$ cat src/rtl/dl_reset_sequencer.sv
// dl_reset_sequencer
// Turns the hps_io ioctl download stream into per-region ROM write strobes
// and captures the DIP switch bytes. Holds mario_top in reset until a
// complete, in-order ROM image has landed, and then for a settling delay.
//
// Ports
//   clk_sys, reset        system clock, async active-high block reset
//   ioctl_*               hps_io download bus (download, wr, addr, dout, index)
//   user_reset            OSD/button reset level
//   dn_wr/rgn/addr/data   registered ROM write: region and offset within it
//   dip0, dip1            captured DIP bytes
//   core_reset_n          active-low reset to mario_top
//   rom_ok, load_err      result of the most recent ROM load
//
// state  | meaning
// -------+-------------------------------------------------------------
// S_IDLE | no valid ROM image, core held in reset
// S_LOAD | ROM download in progress, writes forwarded, order tracked
// S_HOLD | good image present, core held while hold_cnt counts down
// S_RUN  | core released
module dl_reset_sequencer #(
    parameter logic [7:0]  ROM_INDEX   = 8'd0,
    parameter logic [7:0]  DIP_INDEX   = 8'd254,
    parameter logic [24:0] RGN1_BASE   = 25'h0F000,
    parameter logic [24:0] RGN2_BASE   = 25'h10000,
    parameter logic [24:0] RGN3_BASE   = 25'h12000,
    parameter logic [24:0] RGN_END     = 25'h1A200,
    parameter logic [15:0] HOLD_CYCLES = 16'd1024
) (
    input  logic        clk_sys,
    input  logic        reset,
    input  logic        ioctl_download,
    input  logic        ioctl_wr,
    input  logic [24:0] ioctl_addr,
    input  logic [7:0]  ioctl_dout,
    input  logic [7:0]  ioctl_index,
    input  logic        user_reset,
    output logic        dn_wr,
    output logic [1:0]  dn_rgn,
    output logic [15:0] dn_addr,
    output logic [7:0]  dn_data,
    output logic [7:0]  dip0,
    output logic [7:0]  dip1,
    output logic        core_reset_n,
    output logic        rom_ok,
    output logic        load_err
);

    typedef enum logic [1:0] {S_IDLE, S_LOAD, S_HOLD, S_RUN} state_t;

    state_t      state_q, state_d;
    logic        dl_q;
    logic [24:0] byte_cnt_q, byte_cnt_d;
    logic [15:0] hold_cnt_q, hold_cnt_d;
    logic        rom_ok_q, rom_ok_d;
    logic        load_err_q, load_err_d;

    logic        rom_sel, dl_rise, dl_fall, rom_wr, dip_wr;
    logic [1:0]  rgn_sel;
    logic [24:0] rgn_base;
    logic [15:0] rgn_ofs;

    assign rom_sel = (ioctl_index == ROM_INDEX);
    assign dl_rise = ioctl_download & ~dl_q & rom_sel;
    assign dl_fall = ~ioctl_download & dl_q;
    assign rom_wr  = (state_q == S_LOAD) & ioctl_wr & rom_sel & (ioctl_addr < RGN_END);
    assign dip_wr  = ioctl_wr & (ioctl_index == DIP_INDEX) & (ioctl_addr[24:1] == 24'd0);

    always_comb begin
        rgn_sel  = 2'd0;
        rgn_base = 25'd0;
        if (ioctl_addr >= RGN3_BASE) begin
            rgn_sel  = 2'd3;
            rgn_base = RGN3_BASE;
        end else if (ioctl_addr >= RGN2_BASE) begin
            rgn_sel  = 2'd2;
            rgn_base = RGN2_BASE;
        end else if (ioctl_addr >= RGN1_BASE) begin
            rgn_sel  = 2'd1;
            rgn_base = RGN1_BASE;
        end
    end

    assign rgn_ofs = 16'(ioctl_addr - rgn_base);

    always_comb begin
        state_d    = state_q;
        byte_cnt_d = byte_cnt_q;
        hold_cnt_d = hold_cnt_q;
        rom_ok_d   = rom_ok_q;
        load_err_d = load_err_q;
        if (dl_rise) begin
            // a new ROM load pre-empts everything, including user_reset
            state_d    = S_LOAD;
            byte_cnt_d = 25'd0;
            rom_ok_d   = 1'b0;
            load_err_d = 1'b0;
        end else begin
            case (state_q)
                S_LOAD: begin
                    if (dl_fall) begin
                        if (byte_cnt_q == RGN_END && !load_err_q) begin
                            rom_ok_d   = 1'b1;
                            hold_cnt_d = HOLD_CYCLES;
                            state_d    = S_HOLD;
                        end else begin
                            load_err_d = 1'b1;
                            state_d    = S_IDLE;
                        end
                    end else if (rom_wr) begin
                        // out-of-order bytes are still forwarded, only flagged
                        if (ioctl_addr == byte_cnt_q)
                            byte_cnt_d = byte_cnt_q + 25'd1;
                        else
                            load_err_d = 1'b1;
                    end
                end
                S_HOLD: begin
                    if (user_reset)
                        hold_cnt_d = HOLD_CYCLES;
                    else if (hold_cnt_q == 16'd0)
                        state_d = S_RUN;
                    else
                        hold_cnt_d = hold_cnt_q - 16'd1;
                end
                S_RUN: begin
                    if (user_reset) begin
                        hold_cnt_d = HOLD_CYCLES;
                        state_d    = S_HOLD;
                    end
                end
                default: ;
            endcase
        end
    end

    // dl_q resets high so a download already in flight when reset drops
    // is not mistaken for a fresh load start.
    always_ff @(posedge clk_sys or posedge reset) begin
        if (reset) begin
            state_q    <= S_IDLE;
            dl_q       <= 1'b1;
            byte_cnt_q <= 25'd0;
            hold_cnt_q <= 16'd0;
            rom_ok_q   <= 1'b0;
            load_err_q <= 1'b0;
        end else begin
            state_q    <= state_d;
            dl_q       <= ioctl_download;
            byte_cnt_q <= byte_cnt_d;
            hold_cnt_q <= hold_cnt_d;
            rom_ok_q   <= rom_ok_d;
            load_err_q <= load_err_d;
        end
    end

    always_ff @(posedge clk_sys or posedge reset) begin
        if (reset) begin
            dn_wr   <= 1'b0;
            dn_rgn  <= 2'd0;
            dn_addr <= 16'd0;
            dn_data <= 8'd0;
        end else begin
            dn_wr <= rom_wr;
            if (rom_wr) begin
                dn_rgn  <= rgn_sel;
                dn_addr <= rgn_ofs;
                dn_data <= ioctl_dout;
            end
        end
    end

    always_ff @(posedge clk_sys or posedge reset) begin
        if (reset) begin
            dip0 <= 8'hFF;
            dip1 <= 8'hFF;
        end else if (dip_wr) begin
            if (ioctl_addr[0])
                dip1 <= ioctl_dout;
            else
                dip0 <= ioctl_dout;
        end
    end

    assign core_reset_n = (state_q == S_RUN);
    assign rom_ok       = rom_ok_q;
    assign load_err     = load_err_q;

endmodule

$ cat config.mk
export PLATFORM = sky130hd
export DESIGN_NAME = dl_reset_sequencer
export DESIGN_NICKNAME = d
export VERILOG_FILES = /design/src/rtl/dl_reset_sequencer.sv
export SDC_FILE = /design/constraint.sdc
export NUM_CORES = 1
export LEC_CHECK = 0
export CORE_MARGIN = 2
export CORE_UTILIZATION = 35
export CTS_CLUSTER_SIZE = 14
export DETAILED_ROUTE_END_ITERATION = 12
export PLACE_DENSITY = 0.59
export REMOVE_ABC_BUFFERS = 1
export SYNTH_ARGS = -nofsm -noshare
export SYNTH_HDL_FRONTEND = slang
export SYNTH_SLANG_ARGS = --single-unit
$ cat constraint.sdc
create_clock -name clk_sys -period 3.2 [get_ports clk_sys]
set_input_delay 0.64 -clock clk_sys [delete_from_list [all_inputs] [get_ports clk_sys]]
set_output_delay 0.64 -clock clk_sys [all_outputs]
set_load 0.03 [all_outputs]
After elaboration in Yosys (flattened, before gate mapping)
Index checks and enable logic that the tools add are counted.
{"block": "totals", "elab_cells": 102, "in_bits": 46, "output_inout_bits": 46, "register_bits": 89}
{"block": "classes", "reduce_logical": 20, "bitwise": 12, "n_eq_ne": 17, "addsub": 3, "magnitude_cmp": 4, "mux": 34}
{"operator": "$mux 16", "count": 8}
{"operator": "$mux 25", "count": 5}
{"operator": "$ge 25x17->1 const B", "count": 2}
{"operator": "$pmux 16 s3", "count": 1}
{"operator": "$add 25x1->25 const B", "count": 1}
{"operator": "$eq 25x17->1 const B", "count": 1}
{"operator": "$eq 25x25->1", "count": 1}
{"operator": "$ge 25x16->1 const B", "count": 1}
{"operator": "$lt 25x17->1 const B", "count": 1}
{"operator": "$logic_not 24->1", "count": 1}
{"operator": "$ne 3x3->1 const B", "count": 6}
{"operator": "$logic_not 16->1", "count": 1}
{"operator": "$mux 2", "count": 8}
{"operator": "$sub 16x1->16 const B", "count": 1}
{"operator": "$sub 16x16->16", "count": 1}
{"operator": "$mux 1", "count": 11}
{"operator": "$reduce_bool 2->1", "count": 5}
{"operator": "$and 1x1->1", "count": 8}
{"operator": "$eq 8x8->1 const B", "count": 1}
{"operator": "$logic_not 8->1", "count": 1}
{"operator": "$reduce_and 4->1", "count": 2}
{"operator": "$ne 2x2->1 const B", "count": 3}
{"operator": "$pmux 2 s3", "count": 1}
{"operator": "$reduce_and 6->1", "count": 1}
{"operator": "12 further kinds", "count": 18}

Depth between registers and ports, before layout
Gate-level depths: netlist of the first run.
{"block": "logic_depth", "depth_word": 8, "depth_mapped": 10, "mapped_depth_nobuf": 10}

Least setup slack after synthesis of the first run
No wires, ideal clock.
{"block": "synth_timing", "path_kind": "input to register", "start": "input ioctl_index[1]", "end": "register byte_cnt_q[8]", "setup_time_ns": 0.078, "cell_stages": 7, "slack_ns": 0.503, "required_ns": 3.122, "path_buffers": 1, "arrival_time_ns": 2.619, "path_cell_list": "or4_1 or3_4 nor4_4 nand3_1 buf_2 or4_1 a21oi_1"}
{"block": "synth_between", "elab_chain_len": 5, "elab_cells_between_ends": 10, "classes_between": "1 x eq/ne; 1 x mux; 3 x bitwise; 5 x reduce/logical"}
{"element": "start: declaration", "line": "36", "text": "input logic [7:0] ioctl_index,"}
{"element": "$logic_not 8->1 (*)", "line": "63", "text": "assign rom_sel = (ioctl_index == ROM_INDEX);"}
{"element": "$and 1x1->1 (2 in a row)", "line": "66", "text": "assign rom_wr = (state_q == S_LOAD) & ioctl_wr & rom_sel & (ioctl_addr < RGN_END);"}
{"element": "$reduce_bool 2->1 (no line)"}
{"element": "$reduce_and 4->1 (no line)"}
{"element": "end signal: assignment", "line": "150", "text": "byte_cnt_q <= byte_cnt_d;"}
{"element": "end: declaration", "line": "53", "text": "logic [24:0] byte_cnt_q, byte_cnt_d;"}
Every way passes the cells marked *; elsewhere a longest branch is shown, timed or not.
A chain may end at the register's enable or synchronous reset.

Final worst setup path of the first run
{"block": "layout_timing", "start": "input ioctl_index[1]", "end": "register byte_cnt_q[2]"}
Same word-level chain as after synthesis.

==> results.md, run 1 <==
- Crit path arrival time: 3.30 ns
- Total Nets Final: 668
- Synth area leader: dfrtp_1
- Routed len/inst: 15.7 µm
- Critical path type: in2reg
- TritonCTS buffer count: 9
- Post-synth top flop: dfrtp_1
- Routed WL: 12400 µm
- Synthesized netlist cell count: 477
- Distinct cells, synth: 45
- Final Hold Vio Count: 0
- Most common cell in the netlist: nand2_1
- Post-synth top area share: 0.392
- Io pins: 92
- Largest net degree at the start of global routing: between 40 and 50
- Internal: 2.05 mW
- Worst hold path class: reg2reg
- H-tree depth: 3
- Final Non-Filler Cells: 789
- Largest cells by area after synthesis: dfrtp_1 39%, dfstp_2 9.7%, nand2_1 6.9%
- Seq pwr share: 0.424
- P_leak: 2.73 nW
- Placed inst area: 0.00607 mm²
- Die span in x: around 120 µm
- Synth top cells by count: 85 x nand2_1, 72 x dfrtp_1, 28 x xnor2_1
- Core footprint: ~0.013 mm²
- Synthesis Warnings: 0
- Clk_lat worst skew: 0.35 ns
- Fill cells: around 1200
- Comb power frac: 0.241
- RSZ-0062 raised after global routing: false
- Async S/R FF share, synth: 1.00
- DRC: 0
- Clk pin slew, worst setup/hold paths: 0.07 ns
- Peak supply drop: approximately 0.23 mV
- Clk sinks: 89
- WP buf/inv: 3
- Outcome: completed
- Placer Congestion: 0.915
- Vias per cell: 5.10
- Register bit total from synthesis: 89
- Final min period: ~3 ns
- EDFF count, synth: 0
- Initial core utilization: 0.361
- Max incr delay on CP: about 0.60 ns
- CP Cell Sequence: clkdlybuf4s50_1 > or4_1 > or3_4 > nor4_4 > nand3_1 > buf_4 > buf_4 > or3_1 > a21oi_1
- GRT Total Usage: 0.185
- Crit. End Element: register
- First DRT Iteration DRCs: ~170
- Mapped Area: 0.00460 mm²
- Crit-path max FO: 18
- Switching Share: 0.314
- Final Slew Violations: 0
- Setup bufs post-CTS: 0
- Post-route ant nets: 0
- Longest Clk Path Bufs: 2
- Vias in the first global route: 4015
- Row cnt: 41
- Root Driver: clkbuf_16
- Syn_area_per_cell: between 9 and 10 µm²
- Layout cells sized above 1: 0.177
- Syn-to-layout area delta: 38.1%
- First-pass GRT wire length: just over 20000 µm
- Fmax: ~330 MHz
- Clock network power share: 0.334
- Max-Cap Viols: 0
- CTS tree: done
- Worst Max-Slew Pin Slew: 0.730 ns
- DR pass1 iterations: 4
- Cell repeated most along the worst path: buf_4
- Fin area: 0.00635 mm²
- Via Count: about 4000
- Final worst path period share: 0.945
- Final setup viols: 0
- Startpoint types: primary input
- Pwr Density: 470 mW/mm²
- Hold buffers post-CTS: 0
- Die area: 0.0141 mm²
- Port buffer count: between 90 and 100
- Hpwl dp: 9600 µm
- Critical Path RT: 3.47 ns
- GRT overflow: 0
- Die Height: 119 µm
- Resized Gates After CTS: 0
- # diodes: 0
- Clock Skew: between 0.009 and 0.01 ns
- Post-synthesis sequential area ratio: 0.489
- Slowest CP cell: or4_1
- Switch Pwr: 935 µW
- Max-slew headroom: 0.513
- CP delay by family, top: simple AND/OR/NAND/NOR gates
- Dpl cells: 773
- Initial antenna violation count: 0
-- flip-flops by register name (all words and copies together), names as in the netlist --
name and cells:
byte_cnt_q 25, dip0 8, dip1 8, dl_q 1, dn_addr 16, dn_data 8, dn_rgn 2, dn_wr 1
hold_cnt_q 16, load_err 1, rom_ok 1, state_q 2
-- path summary, 6_finish.rpt --
kind	startpoint	end	slack, ns	depth (start not counted)
worst max-delay path	ioctl_index[1]	byte_cnt_q[2]	0.18	9
worst min-delay path	dn_data[6]	dn_data[6]	0.47	2
worst max register to register	hold_cnt_q[0]	hold_cnt_q[4]	0.56	9
worst min register to register	dn_data[6]	dn_data[6]	0.47	2
max in group asynchronous	reset	byte_cnt_q[23]	1.74	3
min in group asynchronous	reset	dn_data[5]	0.72	2
-- worst register-to-register path: cells and delay by family, from the launching register on --
kind,cells,cell delay (ns)
and+or+nand+nor,4,1.08
AOI/OAI and AO/OA,2,0.65
DFF,1,0.40
buffers and inverters,2,0.22
adders and majority gates,1,0.22
-- final cells by class --
cell class,instances,area [µm²],share of cell area
Timing Repair Buffer,143,1330,0.209
Sequential cell,89,2250,0.354
Clock buffer,10,229,0.0361
Tap cell,172,215,0.0339
Multi-Input combinational cell,350,2210,0.348
Clock inverter,6,48.8,0.00769
Inverter,19,72.6,0.0114
-- per-layer routing --
layer	global-route usage	up-vias	part of all wire
met2	0.294	96	0.47
li1	-	1940	-
met3	0.0309	16	0.043
met1	0.254	1969	0.47
met4	0.0655	0	0.018
met5	0	-	0
-- placed cells by master, fill, tap and decap left out, drive strengths merged, types with 15 or more instances in the layout --
cell type,instances
nor4,15
dfrtp,72
nand4,19
mux2,16
dfstp,17
xnor2,28
nor2,24
o21ai,22
nand2,85
clkdlybuf4s50,91
a21oi,20
buf,52
inv,22
-- kinds of logic (layout without fill, tap and decap cells) --
| logic type | count (synthesis) | in the layout | share of synthesized area |
|---|---|---|---|
| AND/OR/NAND/NOR | 222 | 222 | 0.253 |
| flip-flops | 89 | 89 | 0.489 |
| AO/OA/AOI/OAI | 60 | 60 | 0.0773 |
| XOR/XNOR | 40 | 40 | 0.0762 |
| buffers and inverters | 38 | 178 | 0.0313 |
| multiplexers | 18 | 18 | 0.0436 |
| adder cells (fa/ha/maj) | 10 | 10 | 0.0289 |
-- power by group through the flow --
stage	sequential, mW	combinational [mW]	clock, mW
floorplan	1.27	0.458	0
global placement	1.28	0.696	0
finish	1.27	0.719	0.997
global route	1.28	0.813	1.08
detailed placement	1.28	0.719	0
CTS	1.26	0.719	1.02
-- through the flow --
stage	utilization	setup TNS [ns]	total power, mW	setup slack [ns]	hold slack (ns)
final	0.499	0	2.98	0.177	0.467
after global routing	0.499	0	3.17	0.0407	0.496
after CTS	0.499	0	3.01	0.186	0.472
after detailed placement	0.477	-1.16	2.00	-0.166	0.456
after global placement	0.477	-0.562	1.98	-0.154	0.452
after floorplan	-	0	1.73	0.101	0.472
Power figures use the tool's default switching activity.
==> run 2: changes to the inputs <==
ABC_CLOCK_PERIOD_IN_PS = 3200   (was default)
==> results of run 2 <==
Final layout, timing and power as in run 1 (identical DEF).
